==> src/rtl/frame_store_ctrl.sv <==
// frame_store_ctrl: captures one active VGA frame of RGB332 pixels into BRAM, then replays it in raster order.
// Define FRAME_STORE_CHECKSUM_EN to build the additive checksum of the written frame; otherwise checksum reads 0.
module frame_store_ctrl #(
    parameter int H_ACTIVE = 640,
    parameter int V_ACTIVE = 400,
    parameter int ADDR_W   = 18
) (
    input  logic              clk,
    input  logic              reset_n,
    input  logic              store_bram,
    input  logic              capture,
    input  logic              vsync,
    input  logic [10:0]       hcount,
    input  logic [9:0]        vcount,
    input  logic [7:0]        pixel_in,
    output logic [1:0]        bram_state,
    output logic [ADDR_W-1:0] bram_addr,
    output logic              bram_we,
    output logic [7:0]        bram_din,
    output logic              frame_valid,
    output logic [15:0]       checksum
);

    typedef enum logic [1:0] {
        ST_IDLE    = 2'b00,
        ST_CAPTURE = 2'b01,
        ST_WRITING = 2'b10,
        ST_READING = 2'b11
    } state_t;

    localparam logic [10:0]       H_LIM     = 11'(H_ACTIVE);
    localparam logic [9:0]        V_LIM     = 10'(V_ACTIVE);
    localparam logic [ADDR_W-1:0] LAST_ADDR = ADDR_W'(H_ACTIVE * V_ACTIVE - 1);
    localparam logic [ADDR_W-1:0] ADDR_ONE  = ADDR_W'(1);

    state_t            r_state;
    logic [ADDR_W-1:0] r_addr;
    logic              r_we;
    logic [7:0]        r_din;
    logic [ADDR_W-1:0] r_cnt;
    logic              r_frame_valid;
    logic              r_vsync_d;
    logic              r_vs_fall;

    state_t            w_state_nxt;
    logic [ADDR_W-1:0] w_addr_nxt;
    logic              w_we_nxt;
    logic [7:0]        w_din_nxt;
    logic [ADDR_W-1:0] w_cnt_nxt;
    logic              w_valid_nxt;
    logic [ADDR_W-1:0] w_rd_base;
    logic              w_in_display;
    logic              w_wr_start;

    assign w_in_display = (hcount < H_LIM) && (vcount < V_LIM);
    assign w_wr_start   = (r_state == ST_CAPTURE) && store_bram && r_vs_fall;

    always_ff @(posedge clk or negedge reset_n) begin
        if (!reset_n) begin
            r_state       <= ST_IDLE;
            r_addr        <= '0;
            r_we          <= 1'b0;
            r_din         <= '0;
            r_cnt         <= '0;
            r_frame_valid <= 1'b0;
            r_vsync_d     <= 1'b1;
            r_vs_fall     <= 1'b0;
        end else begin
            // NOTE: non-blocking assignments so every register samples pre-edge values, independent of statement order.
            r_state       <= w_state_nxt;
            r_addr        <= w_addr_nxt;
            r_we          <= w_we_nxt;
            r_din         <= w_din_nxt;
            r_cnt         <= w_cnt_nxt;
            r_frame_valid <= w_valid_nxt;
            r_vsync_d     <= vsync;
            r_vs_fall     <= r_vsync_d & ~vsync;
        end
    end

    always_comb begin
        // NOTE: every signal driven here gets a default first, so no path can infer a latch.
        w_state_nxt = r_state;
        w_addr_nxt  = r_addr;
        w_we_nxt    = 1'b0;
        w_din_nxt   = r_din;
        w_cnt_nxt   = r_cnt;
        w_valid_nxt = r_frame_valid;
        w_rd_base   = r_vs_fall ? '0 : r_cnt;

        unique case (r_state)
            ST_IDLE: begin
                w_addr_nxt = '0;
                if (capture && store_bram) begin
                    w_state_nxt = ST_CAPTURE;
                end
            end

            ST_CAPTURE: begin
                if (!store_bram) begin
                    w_state_nxt = ST_IDLE;
                    w_addr_nxt  = '0;
                    w_valid_nxt = 1'b0;
                end else if (w_wr_start) begin
                    w_state_nxt = ST_WRITING;
                    w_valid_nxt = 1'b0;
                    w_cnt_nxt   = '0;
                end
            end

            ST_WRITING: begin
                if (!store_bram) begin
                    w_state_nxt = ST_IDLE;
                    w_addr_nxt  = '0;
                    w_valid_nxt = 1'b0;
                end else if (w_in_display) begin
                    w_we_nxt   = 1'b1;
                    w_din_nxt  = pixel_in;
                    w_addr_nxt = r_cnt;
                    w_cnt_nxt  = r_cnt + ADDR_ONE;
                    if (r_cnt == LAST_ADDR) begin
                        w_state_nxt = ST_READING;
                        w_valid_nxt = 1'b1;
                        w_cnt_nxt   = '0;
                    end
                end
            end

            ST_READING: begin
                if (!store_bram) begin
                    w_state_nxt = ST_IDLE;
                    w_addr_nxt  = '0;
                end else begin
                    if (capture) begin
                        w_state_nxt = ST_CAPTURE;
                    end
                    // Saturate at the last stored pixel so replay never reads unwritten space.
                    if (w_in_display) begin
                        w_addr_nxt = w_rd_base;
                        w_cnt_nxt  = (w_rd_base == LAST_ADDR) ? w_rd_base : w_rd_base + ADDR_ONE;
                    end else begin
                        w_cnt_nxt = w_rd_base;
                    end
                end
            end

            default: w_state_nxt = ST_IDLE;
        endcase
    end

`ifdef FRAME_STORE_CHECKSUM_EN
    logic [15:0] r_checksum;

    always_ff @(posedge clk or negedge reset_n) begin
        if (!reset_n) begin
            r_checksum <= '0;
        end else if (w_wr_start) begin
            r_checksum <= '0;
        end else if (w_we_nxt) begin
            r_checksum <= r_checksum + {8'h00, pixel_in};
        end
    end

    assign checksum = r_checksum;
`else
    assign checksum = '0;
`endif

    assign bram_state  = r_state;
    assign bram_addr   = r_addr;
    assign bram_we     = r_we;
    assign bram_din    = r_din;
    assign frame_valid = r_frame_valid;

endmodule

==> config.mk <==
export PLATFORM = sky130hd
export DESIGN_NAME = frame_store_ctrl
export DESIGN_NICKNAME = d
export VERILOG_FILES = /design/src/rtl/frame_store_ctrl.sv
export SDC_FILE = /design/constraint.sdc
export NUM_CORES = 1
export LEC_CHECK = 0
export CELL_PAD_IN_SITES_DETAIL_PLACEMENT = 0
export CELL_PAD_IN_SITES_GLOBAL_PLACEMENT = 1
export CORE_MARGIN = 2
export CORE_UTILIZATION = 36
export CTS_CLUSTER_DIAMETER = 40
export DETAILED_ROUTE_END_ITERATION = 6
export PLACE_DENSITY = 0.8
export SLEW_MARGIN = 25
export SYNTH_ARGS = -nofsm -noshare
export SYNTH_HDL_FRONTEND = slang
export SYNTH_SLANG_ARGS = --single-unit
export TNS_END_PERCENT = 1
==> constraint.sdc <==
create_clock -name clk -period 2.8 [get_ports clk]
set_input_delay 0.28 -clock clk [delete_from_list [all_inputs] [get_ports clk]]
set_output_delay 0.28 -clock clk [all_outputs]
set_load 0.02 [all_outputs]
### Yosys cells after proc, flatten, opt, wreduce, memory -nomap -nowiden

Index checks and enable logic that the tools add are counted.

| operators by class | value |
|---|---|
| add/subtract/negate cells | 2 |
| magnitude comparators | 2 |
| equality and inequality tests | 17 |
| mux-type cells | 34 |
| bitwise operators | 2 |
| reductions and logical operators | 12 |

Operator list:

| operator | count |
|---|---|
| two-way mux 18 bit | 14 |
| case mux 18 bit (4 select lines) | 1 |
| case mux 18 bit (3 select lines) | 1 |
| adder 18 x 1 -> 18 bit (second input constant) | 2 |
| equality test 18 bit (second input constant) | 2 |
| two-way mux 2 bit | 8 |
| != test 3 bit (second input constant) | 5 |
| != test 2 bit (second input constant) | 7 |
| < comparator 11 x 10 -> 1 bit (second input constant) | 1 |
| < comparator 10 x 9 -> 1 bit (second input constant) | 1 |
| two-way mux 1 bit | 8 |
| case mux 2 bit (4 select lines) | 1 |
| AND reduction 3 bit | 2 |
| AND reduction 6 bit | 1 |
| AND reduction 5 bit | 1 |
| equality test 2 bit (second input constant) | 2 |
| logical AND 1 bit | 4 |
| AND reduction 4 bit | 1 |
| nonzero test 3 bit | 1 |
| equality test 2 x 1 -> 1 bit (second input constant) | 1 |
| logical NOT 2 bit | 1 |
| case mux 1 bit (2 select lines) | 1 |
| nonzero test 2 bit | 1 |
| AND 1 bit | 1 |
| inverter 1 bit | 1 |

| storage, ports and cells | value |
|---|---|
| flip-flop bits (word level) | 50 |
| bits of input ports | 34 |

### Longest topological paths before layout

| depth | value |
|---|---|
| depth after elaboration | 6 |
| mapped depth | 10 |
| gate-level depth less buffers | 8 |

### Worst setup path before layout

No wires, ideal clock.

| timing | value |
|---|---|
| kind | register to register |
| start | register r_vs_fall |
| end | register r_cnt[5] |
| setup time | 0.126 ns |
| arrival | 2.224 ns |
| required time | 2.674 ns |
| setup slack | 0.450 ns |
| cell stages (with the launch flop) | 11 |
| buffers on the path | 2 |
| period minus slack after synthesis | 2.350 ns |
| path through | dfrtp_1 > clkbuf_1 > nor2b_1 > ha_1 > and3b_1 > and4_4 > a31o_1 > buf_6 > or3_1 > a21oi_1 > mux2i_1 |

| between the ends | value |
|---|---|
| word-level cells in the longest chain between the ends | 6 |
| elaborated cells between the ends (all ways) | 10 |
| classes of those cells | 1 x add/sub; 2 x eq/ne; 5 x mux; 2 x reduce/logical |

Ends and longest elaborated chain:

| what | line | source |
|---|---|---|
| start, declared | 43 | `logic r_vs_fall;` |
| start signal, assigned | 77 | `r_vs_fall <= r_vsync_d & ~vsync;` |
| two-way mux 18 bit | 89 | `w_rd_base = r_vs_fall ? '0 : r_cnt;` |
| adder 18 x 1 -> 18 bit or equality test 18 bit (tied branches) | 140 | `w_cnt_nxt = (w_rd_base == LAST_ADDR) ? w_rd_base : w_rd_base + ADDR_ONE;` |
| two-way mux 18 bit | 140 |  |
| two-way mux 18 bit | 138 | `if (w_in_display) begin` |
| two-way mux 18 bit | 130 | `if (!store_bram) begin` |
| case mux 18 bit (3 select lines) | 91 | `unique case (r_state)` |
| end signal, assigned | 74 | `r_cnt <= w_cnt_nxt;` |
| end, declared | 40 | `logic [ADDR_W-1:0] r_cnt;` |

Several ways; a longest one is shown, not always the timed one. The select of a mux whose other input is x is not followed.
A chain may end at the register's enable or synchronous reset.

### Final worst setup path

Same ends and word-level chain as after synthesis.

==> qor.txt <==
Status: complete, but fails checks
Failing checks: negative hold slack
Most frequent cell after synthesis: nand2_1
IO Port Bufs: 52
Dominant cell type by area after synthesis: dfrtp_1
Drt pass-1 iters: 5
Max Slew Vio Count: 0
Avg Vias per Cell: 5.45
Ys flop type: dfrtp_1
Total track usage: 17.9%
Reg2reg path depth: 8
Clk buf depth: 2
Initial antenna violation count: 0
Cts repair resizes: 0
Sink Count: 50
Vias in the first global route: 2739
Post-synth top cells: nand2_1 (86), dfrtp_1 (49), nand3_1 (30)
Post-Syn Instances: 378
CP Launch Type: register
Critical Path Fanout Max: 10
CP arrival: 2.62 ns
Layout fillers: 830
DRC: 0
Post-Syn Area: 3110 um^2
RSZ-0062 raised after global routing: false
CP Class: reg2reg
Initial Utilization: 37.5%
Fin Clk Skew: 0.0110 ns
Least-Margin Pin Slew: 0.626 ns
Die area: 9400 um^2
Reg clk slew, reported paths: 0.09 ns
Final Hold Fails: 25
CP Capture Type: register
Final Routed Wirelength: 8250 um
Finished Core Util: 45.2%
Setup_tns: 0 ns
Type of the worst min-delay path: in2async
Post-synthesis area per instance: 8.23 um^2
Fin crit share: 86.7%
Die H: 97.0 um
CTS tree: yes
Placer congestion estimate: 0.928
Yosys warnings: 0
Core ar.: 8300 um^2
Share of cells above drive strength 1: 8.22%
Root buffer cell: clkbuf_8
Clock Latency Late Sink: 0.31 ns
Sequential area share after synthesis: 40.2%
Ys async rst share: 100%
DRT antenna net count: 0
P&R area growth vs syn: 20.7%
Fmax: 412 MHz
First-pass GRT wire length: 14100 um
Pin count of the biggest net entering global routing: 28
Initial detailed-routing violation count: 190
Cell Pwr Density: 389 nW/um^2
Final setup viols: 0
Synth top area share: 39.4%
Vias: 2894
Synth area leaders: dfrtp_1 (39%), nand2_1 (10%), nand3_1 (4.8%)
Num rows: 33
Hold buffer count at cts: 0
Overall Power: 0.00146 W
Sequential cell area: 1250 um^2
Static Leak: 1.61 nW
Ant diodes: 0
Slew HR: 58.3%
Number of setup buffers added after CTS: 0
Distinct cells, synth: 56
H-Tree Depth: 2
IO Pins: 80
Pre-CTS setup slack: 0.355 ns
Max VDD drop: 0.193 mV
WP data required: 2.99 ns
Hpwl dp: 6000 um
CTS Buf Count: 5
Number of synthesized flops with an enable pin: 0
Minimum clock period: 2.43 ns
Final worst setup slack: 0.372 ns
Routed length per placed instance: 15.5 um
Grt total ovfl: 0
Multi-input logic area: 1640 um^2
Max Cap Viol: 0
Post-layout net count: 462
Synth Register Bits: 50
Final hold slack: -0.0170 ns
Die W: 97.0 um
==> logic make-up after synthesis <==
| logic type | after synthesis | synth area share (%) |
|---|---|---|
| AO/OA/AOI/OAI | 77 | 16.8 |
| XOR/XNOR | 9 | 2.53 |
| adder cells (fa/ha/maj) | 2 | 0.804 |
| buffers and inverters | 46 | 8.85 |
| flip-flops | 50 | 40.2 |
| multiplexers | 4 | 1.33 |
| other | 1 | 0.121 |
| AND/OR/NAND/NOR | 189 | 29.3 |
==> routing by layer <==
layer  GRT usage (%)  share of wire, %  wire length [um]
met1            25.3                46              3760
met2            28.4                46              3820
met3            3.40               6.7               551
met4            4.33               1.5               121
met5               0                 0                 0
==> through the flow <==
stage / area (um^2) / instances
finish: 3750 / 531
global route: 3750 / 531
CTS: 3750 / 531
detailed placement: 3670 / 524
global placement: 3670 / 524
floorplan: 3170 / 393
==> registers in the layout, summed over array words and instances (netlist names) <==
register	count
bram_addr	18
bram_din	8
r_vs_fall	1
r_cnt	18
frame_valid	1
bram_state	2
r_vsync_d	1
bram_we	1
==> path summary, 6_finish.rpt <==
check | slack, ns | startpoint | endpoint
min in group clk | 0.39 | vsync | r_vsync_d$_DFF_PN1_
setup reg to reg | 0.37 | r_vs_fall$_DFF_PN0_ | r_cnt[5]$_DFFE_PN0P_
hold / removal | -0.02 | reset_n | r_cnt[3]$_DFFE_PN0P_
max in group asynchronous | 2.04 | reset_n | r_cnt[2]$_DFFE_PN0P_
hold reg to reg | 0.47 | bram_addr[1]$_DFFE_PN0P_ | bram_addr[1]$_DFFE_PN0P_
setup / recovery | 0.37 | r_vs_fall$_DFF_PN0_ | r_cnt[5]$_DFFE_PN0P_
==> power by group <==
part / total (W) / internal (W) / leakage [nW] / switching, W
logic: 0.000262 / 0.000109 / 0.883 / 0.000153
clock network: 0.000408 / 0.000172 / 0.0373 / 0.000236
registers: 0.000790 / 0.000753 / 0.685 / 0.0000374
total: 0.00146 / 0.00103 / 1.61 / 0.000426
==> cell usage in the layout (no fill, tap or decap), types with 2 or more instances in the layout <==
master / instances
or4_1: 2
nor3_1: 6
inv_1: 3
clkdlybuf4s50_1: 51
o21ai_0: 22
nor4_1: 4
a21o_1: 4
and4_1: 2
nor2_1: 22
o221ai_1: 6
mux2i_1: 3
buf_4: 16
nand3_1: 30
nand2_1: 86
or3_1: 2
and3b_1: 2
a31oi_1: 6
a22oi_1: 2
nor2b_1: 6
o211ai_1: 4
dfrtp_1: 49
clkbuf_8: 5
a21oi_2: 2
and2_1: 3
conb_1: 16
nand4_1: 10
a21oi_1: 15
nand2b_1: 3
and3_1: 6
o2111ai_1: 2
xnor2_1: 8
ha_1: 2
==> final cells by class <==
type / count / area share (%)
Clock inverter: 1 / 0.200
Inverter: 4 / 0.400
Multi-Input combinational cell: 297 / 43.7
Tap cell: 105 / 3.50
Sequential cell: 50 / 33.4
Clock buffer: 6 / 1.93
Timing Repair Buffer: 68 / 16.9
==> critical path: stages (launching register included) <==
cell     delay [ns]
dfrtp_1        0.50
nor2b_1        0.11
ha_1           0.26
and3b_1        0.24
and4_4         0.21
a31o_1         0.36
or3_1          0.40
a21oi_1        0.15
mux2i_1        0.09
Power figures use the tool's default switching activity.
